<file path="config.mk">
export PLATFORM = sky130hd
export DESIGN_NAME = ps2_kbd_ctrl
export DESIGN_NICKNAME = d
export VERILOG_FILES = /design/src/rtl/ps2_kbd_pkg.sv /design/src/rtl/ps2_kbd_ctrl_prefix_timer.sv /design/src/rtl/ps2_kbd_ctrl.sv
export SDC_FILE = /design/constraint.sdc
export NUM_CORES = 1
export LEC_CHECK = 0
export CORE_UTILIZATION = 30
export CTS_CLUSTER_DIAMETER = 60
export CTS_CLUSTER_SIZE = 10
export DETAILED_ROUTE_END_ITERATION = 6
export GPL_TIMING_DRIVEN = 0
export PLACE_DENSITY = 0.59
export SLEW_MARGIN = 20
export SYNTH_ARGS = -nofsm -noshare
export SYNTH_HDL_FRONTEND = slang
export SYNTH_SLANG_ARGS = --single-unit
</file>
<file path="constraint.sdc">
create_clock -name clk -period 1.5 [get_ports clk]
set_input_delay 0.15 -clock clk [delete_from_list [all_inputs] [get_ports clk]]
set_output_delay 0.15 -clock clk [all_outputs]
set_load 0.02 [all_outputs]
</file>
<file path="src/rtl/ps2_kbd_pkg.sv">
// Shared constants and types for the PS/2 keyboard event controller.
package ps2_kbd_pkg;

    localparam logic [7:0] PS2_EXT   = 8'hE0;
    localparam logic [7:0] PS2_BRK   = 8'hF0;
    localparam logic [7:0] PS2_BAT   = 8'hAA;
    localparam logic [7:0] PS2_ACK   = 8'hFA;
    localparam logic [7:0] PS2_ECHO  = 8'hEE;
    localparam logic [7:0] PS2_PAUSE = 8'hE1;
    localparam logic [7:0] PS2_OVR0  = 8'h00;
    localparam logic [7:0] PS2_OVR1  = 8'hFF;

    localparam logic [1:0] ST_IDLE  = 2'd0;
    localparam logic [1:0] ST_POP   = 2'd1;
    localparam logic [1:0] ST_PARSE = 2'd2;
    localparam logic [1:0] ST_EMIT  = 2'd3;

    typedef enum logic [1:0] {
        IDLE  = ST_IDLE,
        POP   = ST_POP,
        PARSE = ST_PARSE,
        EMIT  = ST_EMIT
    } state_e;

    typedef struct packed {
        logic [7:0] code;
        logic       ext;
        logic       brk;
    } key_evt_t;

endpackage

</file>
<file path="src/rtl/ps2_kbd_ctrl_prefix_timer.sv">
// Pending-prefix watchdog: pulses expire_c after TIMEOUT_CYCLES cycles of run without restart.
module ps2_prefix_timer #(
    parameter int unsigned TIMEOUT_CYCLES = 1000000
) (
    input  logic clk,
    input  logic clrn,
    input  logic restart,
    input  logic run,
    output logic expire_c
);

    localparam int unsigned CW = $clog2(TIMEOUT_CYCLES + 1);

    logic [CW-1:0] cnt_q, cnt_d;

    assign expire_c = run && (cnt_q == CW'(TIMEOUT_CYCLES));

    always_comb begin
        cnt_d = cnt_q;
        if (restart || expire_c) begin
            cnt_d = '0;
        end else if (run) begin
            cnt_d = cnt_q + CW'(1);
        end
    end

    always_ff @(posedge clk) begin
        if (!clrn) begin
            cnt_q <= '0;
        end else begin
            cnt_q <= cnt_d;
        end
    end

endmodule

</file>
<file path="src/rtl/ps2_kbd_ctrl.sv">
// PS/2 scan-code set 2 sequencer: drains the RX FIFO, strips E0/F0 prefixes, emits key events.
// Build option TYPEMATIC_FILTER_EN drops auto-repeat makes of the currently held key.
module ps2_kbd_ctrl
    import ps2_kbd_pkg::*;
#(
    parameter int unsigned TIMEOUT_CYCLES = 1000000
) (
    input  logic       clk,
    input  logic       clrn,
    input  logic       ps2_ready,
    input  logic [7:0] ps2_data,
    input  logic       ps2_overflow,
    output logic       nextdata_n,
    output logic       evt_valid,
    input  logic       evt_ready,
    output logic [7:0] evt_code,
    output logic       evt_ext,
    output logic       evt_break,
    output logic [7:0] held_code,
    output logic       held_ext,
    output logic       any_held,
    output logic [7:0] press_count,
    output logic [1:0] err
);

    state_e     state_q, state_d;
    logic [7:0] byte_q, byte_d;
    logic       ext_pend_q, ext_pend_d;
    logic       brk_pend_q, brk_pend_d;
    logic       nextdata_n_q, nextdata_n_d;
    logic       evt_valid_q, evt_valid_d;
    key_evt_t   evt_q, evt_d;
    logic [7:0] held_code_q, held_code_d;
    logic       held_ext_q, held_ext_d;
    logic       any_held_q, any_held_d;
    logic [7:0] press_count_q, press_count_d;
    logic [1:0] err_q, err_d;

    logic restart_c, run_c, expire_c, repeat_c;

    // Every parsed byte restarts the window; it only counts while idle with a prefix pending.
    assign restart_c = (state_q == PARSE);
    assign run_c     = (ext_pend_q || brk_pend_q) && (state_q == IDLE);

    ps2_prefix_timer #(
        .TIMEOUT_CYCLES(TIMEOUT_CYCLES)
    ) u_prefix_timer (
        .clk     (clk),
        .clrn    (clrn),
        .restart (restart_c),
        .run     (run_c),
        .expire_c(expire_c)
    );

`ifdef TYPEMATIC_FILTER_EN
    assign repeat_c = !brk_pend_q && any_held_q && (byte_q == held_code_q) &&
                      (ext_pend_q == held_ext_q);
`else
    assign repeat_c = 1'b0;
`endif

    always_comb begin
        state_d       = state_q;
        byte_d        = byte_q;
        ext_pend_d    = ext_pend_q;
        brk_pend_d    = brk_pend_q;
        nextdata_n_d  = nextdata_n_q;
        evt_valid_d   = evt_valid_q;
        evt_d         = evt_q;
        held_code_d   = held_code_q;
        held_ext_d    = held_ext_q;
        any_held_d    = any_held_q;
        press_count_d = press_count_q;
        err_d         = {err_q[1] | ps2_overflow, err_q[0]};

        if (expire_c) begin
            ext_pend_d = 1'b0;
            brk_pend_d = 1'b0;
        end

        case (state_q)
            IDLE: begin
                if (ps2_ready) begin
                    byte_d       = ps2_data;
                    nextdata_n_d = 1'b0;
                    state_d      = POP;
                end
            end
            POP: begin
                nextdata_n_d = 1'b1;
                state_d      = PARSE;
            end
            PARSE: begin
                state_d = IDLE;
                case (byte_q)
                    PS2_EXT: ext_pend_d = 1'b1;
                    PS2_BRK: brk_pend_d = 1'b1;
                    PS2_BAT, PS2_ACK, PS2_ECHO, PS2_PAUSE: ;
                    PS2_OVR0, PS2_OVR1: begin
                        err_d[0]   = 1'b1;
                        ext_pend_d = 1'b0;
                        brk_pend_d = 1'b0;
                    end
                    default: begin
                        ext_pend_d = 1'b0;
                        brk_pend_d = 1'b0;
                        if (!repeat_c) begin
                            evt_d       = '{code: byte_q, ext: ext_pend_q, brk: brk_pend_q};
                            evt_valid_d = 1'b1;
                            state_d     = EMIT;
                        end
                    end
                endcase
            end
            EMIT: begin
                // Accept edge: release the event and update held-key bookkeeping.
                if (evt_ready) begin
                    evt_valid_d = 1'b0;
                    state_d     = IDLE;
                    if (!evt_q.brk) begin
                        held_code_d   = evt_q.code;
                        held_ext_d    = evt_q.ext;
                        any_held_d    = 1'b1;
                        press_count_d = press_count_q + 8'd1;
                    end else if ((evt_q.code == held_code_q) && (evt_q.ext == held_ext_q)) begin
                        any_held_d = 1'b0;
                    end
                end
            end
            default: state_d = IDLE;
        endcase
    end

    always_ff @(posedge clk) begin
        if (!clrn) begin
            state_q       <= IDLE;
            byte_q        <= '0;
            ext_pend_q    <= 1'b0;
            brk_pend_q    <= 1'b0;
            nextdata_n_q  <= 1'b1;
            evt_valid_q   <= 1'b0;
            evt_q         <= '0;
            held_code_q   <= '0;
            held_ext_q    <= 1'b0;
            any_held_q    <= 1'b0;
            press_count_q <= '0;
            err_q         <= '0;
        end else begin
            state_q       <= state_d;
            byte_q        <= byte_d;
            ext_pend_q    <= ext_pend_d;
            brk_pend_q    <= brk_pend_d;
            nextdata_n_q  <= nextdata_n_d;
            evt_valid_q   <= evt_valid_d;
            evt_q         <= evt_d;
            held_code_q   <= held_code_d;
            held_ext_q    <= held_ext_d;
            any_held_q    <= any_held_d;
            press_count_q <= press_count_d;
            err_q         <= err_d;
        end
    end

    assign nextdata_n  = nextdata_n_q;
    assign evt_valid   = evt_valid_q;
    assign evt_code    = evt_q.code;
    assign evt_ext     = evt_q.ext;
    assign evt_break   = evt_q.brk;
    assign held_code   = held_code_q;
    assign held_ext    = held_ext_q;
    assign any_held    = any_held_q;
    assign press_count = press_count_q;
    assign err         = err_q;

endmodule

</file>
* Yosys cells after proc, flatten, opt, wreduce, memory -nomap -nowiden
Cells that the tools add are included.
** Word-level totals
- Register bits after elaboration :: 64
- Bits of input ports :: 13
- Output and inout bits :: 32
- Logic and storage cells :: 78
** Operators by class
- Add/subtract/negate cells :: 2
- Equality and inequality tests :: 17
- Mux-type cells :: 17
- Bitwise gates (word level) :: 4
- Reductions and logical operators :: 22
** Operators with widths (count)
- 8-bit == test, second input constant :: 7
- 20-bit by 1-bit adder with 20-bit output, second input constant :: 1
- 20-bit == test, second input constant :: 1
- 2-bit AND reduction :: 5
- 5-bit OR reduction :: 2
- 1-bit two-way mux :: 9
- 3-bit AND reduction :: 3
- 8-bit by 1-bit adder with 8-bit output, second input constant :: 1
- 8-bit == test :: 1
- 8-bit zero test :: 1
- 1-bit case mux with 2 select lines :: 4
- 2-bit case mux with 4 select lines :: 1
- 8-bit OR reduction :: 1
- 2-bit two-way mux :: 3
- 2-bit != test, second input constant :: 3
- 2-bit == test, second input constant :: 2
- 2-bit nonzero test :: 2
- 2-bit OR reduction :: 2
- 1-bit logical AND :: 3
- 1-bit NOT :: 3
- 2-bit by 1-bit == test with 1-bit output, second input constant :: 1
- 2-bit zero test :: 1
- 1-bit logical OR :: 2
- 2-bit by 1-bit != test with 1-bit output, second input constant :: 1
- 2 further kinds :: 2

* Longest topological paths before layout
- Depth in word-level cells :: 6
- Depth in mapped cells :: 7
- Gate-level depth less buffers :: 6

* By module
Synthesis repeated with hierarchy kept, for this count alone.
** Unflattened totals
- Cell total of the unflattened synthesis :: 344
- Area, all modules :: 3007.9 µm²
** Modules (own cells, without submodules)
- ps2_kbd_ctrl :: times used 1, cells each 230, area each 2004.4 µm², seq. area each 880.8 µm²
- ps2_prefix_timer :: times used 1, cells each 114, area each 1003.5 µm², seq. area each 400.4 µm²

* Worst setup path before layout
No wires, ideal clock.
- Path type :: register to register
- Start point :: register state_q[0]
- End point :: register ext_pend_q
- Library setup time :: 0.117 ns
- Arrival :: 1.565 ns
- Data required time :: 1.383 ns
- Setup slack :: -0.182 ns
- Stages on the path, launching flop included :: 7
- Path buffers :: 1
- Clock period less this slack :: 1.682 ns
- Cell sequence :: dfxtp_1 > buf_6 > nor2_1 > nand3_1 > or4_4 > and2_4 > a32o_1
** On the way
- Cells in the longest elaborated chain, start to end :: 6
- Elaborated cells on any way between the ends :: 7
- Classes of those cells :: eq/ne (1); mux (3); reduce/logical (3)
** Ends and longest elaborated chain
- from (decl) :: RTL line ps2_kbd_ctrl.sv:26 : state_e state_q, state_d;
- from (signal assigned) :: RTL line ps2_kbd_ctrl.sv:149 : state_q <= state_d;
- 2-bit zero test :: RTL line ps2_kbd_ctrl.sv:43 : assign run_c = (ext_pend_q || brk_pend_q) && (state_q == IDLE);
- 1-bit logical AND :: RTL line ps2_kbd_ctrl.sv:43
- 1-bit logical AND :: RTL line ps2_kbd_ctrl_prefix_timer.sv:16 : assign expire_c = run && (cnt_q == CW'(TIMEOUT_CYCLES));
- 1-bit two-way mux :: RTL line ps2_kbd_ctrl.sv:76 : if (expire_c) begin
- 1-bit case mux with 2 select lines :: RTL line ps2_kbd_ctrl.sv:95 : case (byte_q)
- 1-bit two-way mux (*) :: RTL line ps2_kbd_ctrl.sv:81 : case (state_q)
- to (signal assigned) :: RTL line ps2_kbd_ctrl.sv:151 : ext_pend_q <= ext_pend_d;
- to (decl) :: RTL line ps2_kbd_ctrl.sv:28 : logic ext_pend_q, ext_pend_d;
Mark *: on every way between the ends. The rest lies on a longest branch, timed or not.
A chain may end at the register's enable or synchronous reset.

* Worst setup path in the final report
- Start point :: register u_prefix_timer.cnt_q[12]
- End point :: register brk_pend_q
** On the way
- Cells in the longest elaborated chain, start to end :: 5
** Ends and longest elaborated chain
- from (decl) :: RTL line ps2_kbd_ctrl_prefix_timer.sv:14 : logic [CW-1:0] cnt_q, cnt_d;
- from (signal assigned) :: RTL line ps2_kbd_ctrl_prefix_timer.sv:31 : cnt_q <= cnt_d;
- 20-bit == test (*) :: RTL line ps2_kbd_ctrl_prefix_timer.sv:16
- 1-bit logical AND (*) :: RTL line ps2_kbd_ctrl_prefix_timer.sv:16
- 1-bit two-way mux (*) :: RTL line ps2_kbd_ctrl.sv:76
- 1-bit case mux with 2 select lines :: RTL line ps2_kbd_ctrl.sv:95
- 1-bit two-way mux (*) :: RTL line ps2_kbd_ctrl.sv:81
- to (signal assigned) :: RTL line ps2_kbd_ctrl.sv:152 : brk_pend_q <= brk_pend_d;
- to (decl) :: RTL line ps2_kbd_ctrl.sv:29 : logic brk_pend_q, brk_pend_d;
Marks and branches as above.

==> flow_summary.toml <==
[layout]
final_cell_mix = "nand2_1 (52), dfxtp_1 (52), nor2_1 (28)"
multi_input_area_um2 = 1745
n_fill_cell = 941
antenna_cells = 0
utilization_pct = 44.17
fin_nets = 418
fin_cells = 536
drive_above_1_share_pct = 22.60
area_growth_pct = 40.59
final-seq-area_um2 = 1309
final_area_um2 = 4139

[pwr]
leakagePower_nw = 1.615
combPwrFrac_pct = 10.6
power_mw = 4.045
p_per_area_nw_per_um2 = 977.2
p_seq_share_pct = 43.9
switchingPower_mw = 0.9832
ir_drop_uv = 437.5
clkPwrFrac_pct = 45.5
p_int_mw = 3.061
p_sw_share_pct = 24.31

[die]
rows = 35
die_h_um = 101.1
initial_core_util_pct = 31.42
die_x_um = 101.1
core_region_area_um2 = 9371
dieArea_um2 = 10210
ios = 45

[timing]
setup_ws_ns = -0.2968
worst_slew_pin_slew_ns = 0.6544
hold_viol = 0
fin_setup_tns_ns = -8.029
grt_setup_unrepaired = "true"
timing.slew.headroom_pct = 56.04
fin_hold_ws_ns = 0.2656
fin_skew_ns = 0.009881
fin_crit_sh_pct = 119.8
setup_viol = 35
final.min_clock_period_ns = 1.797
fmax_mhz = 556.6
final_max_slew_viol_count = 0

[setup_path]
crit_required_ns = 1.73
worstReg2RegEnd = "brk_pend_q$_SDFF_PN0_"
worstPathArrival_ns = 2.03
worst-r2r-setup-slack_ns = -0.30
rr_worst_depth = 5
critPathCaptureType = "flop"
path_max_fanout = 4
start_kind = "flop"
r2r-start = "u_prefix_timer.cnt_q[12]$_SDFFE_PP0P_"
crit_type = "reg2reg"

[logic_synthesis]
synthAdderAreaFrac_pct = 1.275
yosys.area_share.simple_pct = 26.82
yosysWarnings = 0
synth.avg_cell_area_um2 = 8.659
synth_top_family_by_area = "simple AND/OR/NAND/NOR gates"
ys_ff_latch = 64
muxShareOfSynthArea_pct = 6.842
synthesis.area_um2 = 2944
synthXorXnorAreaFrac_pct = 10.71
syn_nets = 356
synth_cell_types = 44
postSynthCellCount = 340
yosysSeqAreaShare_pct = 43.52
synth-compound-area-share_pct = 6.757

[placed_design]
dp_hpwl_um = 4786
place_inst = 512
io_buffers = 43
placed_cell_area_um2 = 3568
gp_congestion = 0.7965
pre_cts_ws_ns = -0.3771

[clocking]
hold_buffers = 0
cts_tree = "yes"
cts_num_sinks = 64
cts_root_buf = "clkbuf_8"
clk_pin_slew_worst_paths_ns = 0.07
clkLatencyLatePin_ns = 0.34
cts_made_buffers = 9
cts_max_level = 3
max-clock-path-buffers = 2

[outcome]
status = "complete, but fails checks"
violations = "negative setup slack"

[drt]
drtIter0Drc = 92
drc = 0
totalWireLength_um = 7123
via_per_inst = 4.718
avgRoutedWirePerCell_um = 13.29
vias = 2529
first_pass_iters = 4
ant_nets = 0

[grt]
track_usage_pct = 14.03
grt_pass1_wl_um = 11080
grt_max_degree = 14
grt_pass1_vias = 2325
antenna_found_initial = 0
overflow = 0

[min_path]
hold_depth = 3
hp-start = "clrn"
whs_endpoint = "evt_code[1]$_SDFFE_PN0P_"
min_path_type = "in2reg"

[run]
drv_cap = 0
==> worst max-delay path, cell delays in order (launching register included) <==
cell and delay (ns):
dfxtp_4 0.37, nor4b_4 0.26, nand4b_1 0.12, or4_4 0.56, and2_4 0.18, a32o_1 0.21
==> worst max-delay path by stage <==
stage                                             end  slack (ns)                                  start
after floorplan                evt_valid$_SDFFE_PN0P_       -0.16                 byte_q[4]$_SDFFE_PN0P_
after global placement    press_count[7]$_SDFFE_PN0P_       -0.35                              evt_ready
after detailed placement  press_count[7]$_SDFFE_PN0P_       -0.38                              evt_ready
after CTS                     state_q[1]$_SDFFE_PN0P_       -0.26                 byte_q[4]$_SDFFE_PN0P_
after global routing            ext_pend_q$_SDFF_PN0_       -0.35  u_prefix_timer.cnt_q[12]$_SDFFE_PP0P_
final                           brk_pend_q$_SDFF_PN0_       -0.30  u_prefix_timer.cnt_q[12]$_SDFFE_PP0P_
==> synthesized netlist by cell type, drive strengths merged <==
cell type	count	area [µm²]
a21boi	1	7.510
nor2	47	178.9
xor2	12	105.1
a32o	2	20.02
nor4	11	68.82
mux2i	19	190.2
or4	2	18.77
clkbuf	7	26.28
nand4b	2	17.52
and4b	1	10.01
o211a	1	10.01
a31oi	1	6.260
and2	2	15.02
nor3	5	25.02
xnor2	24	210.2
a21oi	15	75.07
nand2	53	198.9
nor4b	4	47.55
mux2	1	11.26
buf	11	71.32
and3	3	18.77
nand2b	2	12.51
o21ai	3	15.01
a211oi	1	7.510
nor2b	1	6.260
o31a	1	8.760
ha	3	37.54
or2	3	18.77
and4	3	26.28
o41ai	2	17.52
o21a	3	22.52
a41oi	1	8.760
inv	6	22.52
nand4	8	50.05
dfxtp	64	1281
nand3	14	70.07
or3	1	6.260
==> kinds of logic after synthesis <==
family / Yosys count
xor+xnor: 36
compound gates: 31
flops: 64
simple gates: 162
mux: 20
fa+ha+maj: 3
buf+inv: 24
==> routing by layer <==
metal,global-route usage (%),routed length [µm]
met3,4.438,300
met1,16.87,3250
met2,23.76,3511
met5,0,0
met4,4.348,60
==> layout make-up <==
type                       instances  area share [%]
buffer                            15           2.600
clock buffer                       9           2.993
clock inverter                     7           3.023
inverter                           6          0.5441
multi-input combinational        252           42.17
sequential                        64           31.62
tap                              129           3.900
timing repair buffer              54           13.15
==> power by group through the flow <==
stage | Clock (mW) | Sequential, mW | Combinational [mW]
finish | 1.84 | 1.77 | 0.429
global route | 1.96 | 1.78 | 0.463
CTS | 1.89 | 1.78 | 0.394
detailed placement | 0 | 1.81 | 0.365
global placement | 0 | 1.81 | 0.360
floorplan | 0 | 1.82 | 0.237
==> flip-flops by register name, summed over array words and instances, names as in the netlist <==
register,flops
evt_break,1
nextdata_n,1
byte_q,8
err,2
u_prefix_timer.cnt_q,20
brk_pend_q,1
any_held,1
press_count,8
evt_valid,1
held_code,8
held_ext,1
evt_ext,1
state_q,2
ext_pend_q,1
evt_code,8
==> timing repair <==
item                       in CTS  in global routing
resized for setup              32                 64
pin swaps                       1                 27
setup buffers                   3                  5
setup endpoints to repair      67                 57
cloned                          1                  2
Power figures use the tool's default switching activity.
